**config.mk**
```make
export PLATFORM = sky130hd
export DESIGN_NAME = sync_gray_ptr_mon
export DESIGN_NICKNAME = d
export VERILOG_FILES = /design/src/rtl/sync_pkg.sv /design/src/rtl/sync_stage_chain.sv /design/src/rtl/sync_gray_ptr_mon.sv
export SDC_FILE = /design/constraint.sdc
export NUM_CORES = 1
export LEC_CHECK = 0
export ABC_CLOCK_PERIOD_IN_PS = 2400
export CORE_AREA = 2 2 54 56
export CTS_CLUSTER_DIAMETER = 60
export CTS_CLUSTER_SIZE = 40
export DETAILED_ROUTE_END_ITERATION = 6
export DIE_AREA = 0 0 56 58
export PLACE_DENSITY = 0.77
export RECOVER_POWER = 50
export SLEW_MARGIN = 30
export SYNTH_ARGS = -nofsm -noshare
export SYNTH_HDL_FRONTEND = slang
export SYNTH_SLANG_ARGS = --single-unit
```
**constraint.sdc**
```tcl
create_clock -name wclk -period 2.4 [get_ports wclk]
set_input_delay 0.48 -clock wclk [delete_from_list [all_inputs] [get_ports wclk]]
set_output_delay 0.48 -clock wclk [all_outputs]
set_load 0.02 [all_outputs]
```
**src/rtl/sync_pkg.sv**
```systemverilog
// Shared definitions for the Gray pointer synchroniser family.
//   - Gray/binary conversion helpers
//   - priming FSM state encoding
//   - default pointer width
package sync_pkg;

    localparam int ADDRSIZE_DEF = 4;
    localparam int PTR_W        = ADDRSIZE_DEF + 1;

    // Conversion helpers work on a wide vector. Callers zero-extend their
    // pointer and truncate the result. Leading zeros do not change the low
    // bits in either direction, so one function serves every pointer width.
    localparam int MAX_PTR_W = 32;

    typedef enum logic {
        ST_PRIME = 1'b0,
        ST_RUN   = 1'b1
    } prime_state_t;

    function automatic logic [MAX_PTR_W-1:0] gray2bin(input logic [MAX_PTR_W-1:0] g);
        logic [MAX_PTR_W-1:0] b;
        b[MAX_PTR_W-1] = g[MAX_PTR_W-1];
        for (int i = MAX_PTR_W - 2; i >= 0; i--) begin
            b[i] = b[i+1] ^ g[i];
        end
        return b;
    endfunction

    function automatic logic [MAX_PTR_W-1:0] bin2gray(input logic [MAX_PTR_W-1:0] b);
        return b ^ (b >> 1);
    endfunction

endpackage

```
**src/rtl/sync_stage_chain.sv**
```systemverilog
// Bare multi-flop synchroniser chain with synchronous active-low clear.
// Usable for either FIFO pointer direction.
// Ports:
//   clk    in   1   destination-domain clock
//   clr_n  in   1   synchronous clear, active low
//   d      in   W   asynchronous input (feeds only the first flop)
//   q      out  W   last stage of the chain
module sync_stage_chain #(
    parameter int W      = 5,
    parameter int STAGES = 2
) (
    input  logic         clk,
    input  logic         clr_n,
    input  logic [W-1:0] d,
    output logic [W-1:0] q
);

    (* ASYNC_REG = "TRUE" *) logic [W-1:0] stage [STAGES];

    always_ff @(posedge clk) begin
        if (!clr_n) begin
            for (int i = 0; i < STAGES; i++) begin
                stage[i] <= '0;
            end
        end else begin
            stage[0] <= d;
            for (int i = 1; i < STAGES; i++) begin
                stage[i] <= stage[i-1];
            end
        end
    end

    assign q = stage[STAGES-1];

endmodule

```
**src/rtl/sync_gray_ptr_mon.sv**
```systemverilog
// Synchronises a far-domain Gray FIFO pointer into wclk and monitors it:
// binary form, per-cycle advance, update strobe and sticky jump error.
//
//   state | meaning
//   ------+------------------------------------------------------------
//   PRIME | after reset; chain filling, wq_rbin tracks, no strobe/error
//   RUN   | normal monitoring, held until the next reset
//
// Ports:
//   wclk        in   1            local clock
//   wrst_n      in   1            synchronous reset, active low
//   rptr        in   ADDRSIZE+1   far-domain Gray pointer
//   err_clr     in   1            clears err_jump
//   wq_rptr     out  ADDRSIZE+1   synchronised Gray pointer
//   wq_rbin     out  ADDRSIZE+1   registered binary of wq_rptr
//   wq_rdelta   out  ADDRSIZE+1   advance since previous sample (modular)
//   wq_rupd     out  1            strobe when wq_rdelta != 0
//   err_jump    out  1            sticky: advance exceeded MAX_DELTA
//   prime_busy  out  1            high while priming after reset
module sync_gray_ptr_mon
    import sync_pkg::*;
#(
    parameter int          ADDRSIZE    = 4,
    parameter int          SYNC_STAGES = 2,
    parameter int unsigned MAX_DELTA   = 2**ADDRSIZE
) (
    input  logic                wclk,
    input  logic                wrst_n,
    input  logic [ADDRSIZE:0]   rptr,
    input  logic                err_clr,
    output logic [ADDRSIZE:0]   wq_rptr,
    output logic [ADDRSIZE:0]   wq_rbin,
    output logic [ADDRSIZE:0]   wq_rdelta,
    output logic                wq_rupd,
    output logic                err_jump,
    output logic                prime_busy
);

    localparam int PW    = ADDRSIZE + 1;
    localparam int CNT_W = 3;

    if (SYNC_STAGES < 2 || SYNC_STAGES > 4) begin : g_bad_stages
        $error("sync_gray_ptr_mon: SYNC_STAGES must be in 2..4");
    end

    sync_stage_chain #(
        .W      (PW),
        .STAGES (SYNC_STAGES)
    ) u_chain (
        .clk   (wclk),
        .clr_n (wrst_n),
        .d     (rptr),
        .q     (wq_rptr)
    );

    logic [PW-1:0] bin_now;
    logic [PW-1:0] diff;
    logic          too_far;

    assign bin_now = PW'(gray2bin(MAX_PTR_W'(wq_rptr)));
    assign diff    = bin_now - wq_rbin;
    assign too_far = 32'(diff) > MAX_DELTA;

    // Priming FSM. Priming lasts SYNC_STAGES+1 edges so that the flushed
    // chain has refilled and wq_rbin has captured the live pointer before
    // any delta is reported.
    prime_state_t     state_q, state_d;
    logic [CNT_W-1:0] cnt_q, cnt_d;

    always_ff @(posedge wclk) begin
        if (!wrst_n) begin
            state_q <= ST_PRIME;
            cnt_q   <= CNT_W'(SYNC_STAGES + 1);
        end else begin
            state_q <= state_d;
            cnt_q   <= cnt_d;
        end
    end

    always_comb begin
        state_d = state_q;
        cnt_d   = cnt_q;
        case (state_q)
            ST_PRIME: begin
                if (cnt_q != '0) begin
                    cnt_d = cnt_q - 1'b1;
                end
                if (cnt_q <= CNT_W'(1)) begin
                    state_d = ST_RUN;
                end
            end
            ST_RUN: begin
                state_d = ST_RUN;
            end
            default: begin
                state_d = ST_PRIME;
            end
        endcase
    end

    assign prime_busy = (state_q == ST_PRIME);

    always_ff @(posedge wclk) begin
        if (!wrst_n) begin
            wq_rbin   <= '0;
            wq_rdelta <= '0;
            wq_rupd   <= 1'b0;
            err_jump  <= 1'b0;
        end else begin
            wq_rbin <= bin_now;
            if (state_q == ST_RUN) begin
                wq_rdelta <= diff;
                wq_rupd   <= (diff != '0);
            end else begin
                wq_rdelta <= '0;
                wq_rupd   <= 1'b0;
            end
            // A new out-of-range jump takes priority over a clear on the same edge.
            if (state_q == ST_RUN && too_far) begin
                err_jump <= 1'b1;
            end else if (err_clr) begin
                err_jump <= 1'b0;
            end
        end
    end

endmodule

```
==> metrics.cfg <==
[critical_path]
rr_startpoint=u_chain.stage[0][7]
cp-start-kind=register
critPathKind=register to register
cp_max_fo=3
required_ns=2.63
rr_endpoint=err_jump
worstRegToRegCells=9
endpoint=err_jump
end_kind=register
cp-startpoint=u_chain.stage[0][7]
cp.arrival_ns=2.67
regToRegSetupSlack_ns=-0.05

[cts]
h-tree-depth=1
cts_hold_buffers=0
cts_root_buf=clkbuf_4
clk_latency_ns=0.31
cts_tree=built
cts.sinks=26
clk_pin_slew_ns=0.13
numCtsBuffers=3
cts_buffer_depth=2

[timing]
setup_violations=2
period_needed_ns=2.446
rsz0062_at_grt=true
tightest_slew_ns=0.5664
slew_headroom_pct=62.24
min_period_over_period_pct=101.9
hold_viol_final=0
clock.fmax_mhz=408.8
fin_ws_ns=-0.04603
skew_ns=0.005272
final_max_slew_viol_count=0

[drt]
dr.pass1.iters=2
ant_nets=0
drc_errors=0
first_iter_violations=11
highest_layer=met4
wl_met1_um=748
wl_per_cell_um=10.65
met2WireLength_um=990
dr_wl_met3_um=61
vias=768
vias_per_cell=4.518
totalWireLength_mm=1.811

[die]
floorplan.rows=19
start_util_pct=40.65
die_w_um=56
ioPinCount=26
die_area_um2=3248
core_area_um2=2663
die_h_um=58

[pwr]
total_power_mw=1.160
switching_share_pct=31.01
peakVddDrop_mv=0.5326
p_leak_nw=0.6433
switching_power_mw=0.3597
combPwrFrac_pct=36.9
intPower_mw=0.8000
seqPwrFrac_pct=44.8
power_density_nw_per_um2=776.2
power_frac_clock_pct=18.4

[synthesis]
async_reset_ff_share_pct=0
synth_seq_cells=26
ys_seq_area_share_pct=48.09
synth.area.top_cells=dfxtp_1 48%, ha_1 8.1%, and2_1 6.4%
synth_top_cell_by_area=dfxtp_1
ys_types=27
synth.most_common_cell=dfxtp_1
syn_area_per_cell_um2=10.41
synth_edf_count=0
synth.top_cell.area_share_pct=48.09
syn_area_um2=1082
yosysWarnings=0
ys.flop_type=dfxtp_1
synthTopCellsByCount=26 x dfxtp_1, 12 x nor2_1, 11 x and2_1
syn-num-nets=120
synth_cells=104

[finish]
syn2layout_area_growth_pct=38.03
utilization_pct=56.11
fillers=248
finalInstanceArea_um2=1494
antenna_cells=0
finalNetCount=156
drive_gt1_share_pct=20.86

[placement]
port_buffers=25
dpl_cell_area_um2=1396
routabilityCongestion=0.7890
dpl.hpwl_mm=1.429

[global_routing]
track_usage_pct=12.05
antenna_found_initial=0
grt_start_max_net_pins=18
grt_first_pass_wirelength_mm=3.042
grt_pass1_vias=751
grt-ovfl-total=0

[worst_hold_path]
min_path_type=register to register

[run_status]
violations=setup timing
status=finished with violations

[job]
drv_cap=0

## worst max-delay path, stage by stage (launching register included)
cell and delay [ns]:
dfxtp_2 0.36, xor3_2 0.49, xnor2_4 0.18, xor2_2 0.15, ha_2 0.19, fa_2 0.36
nand2b_4 0.16, a21oi_4 0.14, xnor2_2 0.09, o31ai_1 0.23
## per-stage QoR
step | worst slack, ns | cells | hold slack [ns] | setup TNS (ns)
2_1_floorplan | 0.002602 | 104 | 0.4119 | 0
3_3_place_gp | -0.007628 | 162 | 0.4140 | -0.007628
3_5_place_dp | -0.1040 | 162 | 0.4217 | -0.2090
4_1_cts | -0.07916 | 168 | 0.4543 | -0.1059
5_1_grt | -0.1474 | 170 | 0.4761 | -0.3161
6_report | -0.04603 | 170 | 0.4517 | -0.04702
## cell type report
cell class / count / area, um2 / area share [%]
Clock buffer: 4 / 36.28 / 2.429
Inverter: 9 / 33.78 / 2.261
Multi-Input combinational cell: 63 / 525.5 / 35.18
Sequential cell: 26 / 523.0 / 35.01
Tap cell: 31 / 38.79 / 2.596
Timing Repair Buffer: 37 / 336.6 / 22.53
## logic make-up (layout without fill, tap and decap cells)
| kind of cell | Yosys count | count (layout) | share of synthesized area, % |
|---|---|---|---|
| xor+xnor | 9 | 9 | 11.21 |
| mux | 1 | 1 | 0.9249 |
| fa+ha+maj | 8 | 8 | 9.942 |
| compound gates | 9 | 9 | 5.087 |
| buf+inv | 15 | 50 | 6.936 |
| simple gates | 36 | 36 | 17.80 |
| flops | 26 | 26 | 48.09 |
## cells in the final DEF, fill, tap and decap left out
master            n
mux2i_1           1
ha_1              6
inv_1             9
clkbuf_4          3
xnor2_1           3
fa_2              1
nand3b_1          2
clkbuf_8          1
a21oi_1           4
xor3_2            1
dfxtp_2           2
nand2b_4          1
o31ai_1           1
xor2_1            1
xnor2_2           1
a21oi_4           1
o21bai_1          1
ha_2              1
and2_2            2
dlygate4sd3_1     1
and2_1            7
and2_0            4
clkdlybuf4s50_1  24
o211ai_1          1
nor2b_1           1
nor2_1           12
nand4_1           1
clkbuf_1          1
nand4b_1          1
xor2_2            2
xnor2_4           1
dfxtp_1          24
nor2_2            1
nand2_1           4
a21o_1            1
buf_4            11
## metal layers
layer / vias to the layer above / GRT usage, %
li1: 394 / -
met1: 359 / 13.42
met2: 13 / 22.69
met3: 2 / 2.679
met4: 0 / 4.082
met5: - / 0
## repair_timing
action,CTS,global route
pin swaps,9,10
endpoints found under the setup margin,3,3
endpoints found under the hold margin,0,0
setup buffers,2,2
resized for setup,6,1
## worst min-delay path by stage
stage                             start                  end  slack [ns]  cells after the start
global placement    u_chain.stage[0][0]  u_chain.stage[0][5]        0.41                      1
global route        u_chain.stage[0][1]  u_chain.stage[0][6]        0.48                      1
detailed placement  u_chain.stage[0][0]  u_chain.stage[0][5]        0.42                      1
floorplan           u_chain.stage[0][0]  u_chain.stage[0][5]        0.41                      1
finish              u_chain.stage[0][0]  u_chain.stage[0][5]        0.45                      1
CTS                 u_chain.stage[0][0]  u_chain.stage[0][5]        0.45                      1
## state kept, by name, indices dropped and copies added, names as in the netlist
signal / count
state_q: 1
wq_rupd: 1
u_chain.stage: 10
err_jump: 1
wq_rbin: 5
wq_rdelta: 5
cnt_q: 3
## power groups by stage
stage	sequential, mW	clock (mW)	combinational, mW
after floorplan	0.553	0	0.232
after global placement	0.528	0	0.378
after detailed placement	0.530	0	0.394
after CTS	0.521	0.222	0.427
after global routing	0.527	0.239	0.465
final	0.519	0.213	0.427
(Power assumes the default switching activity.)
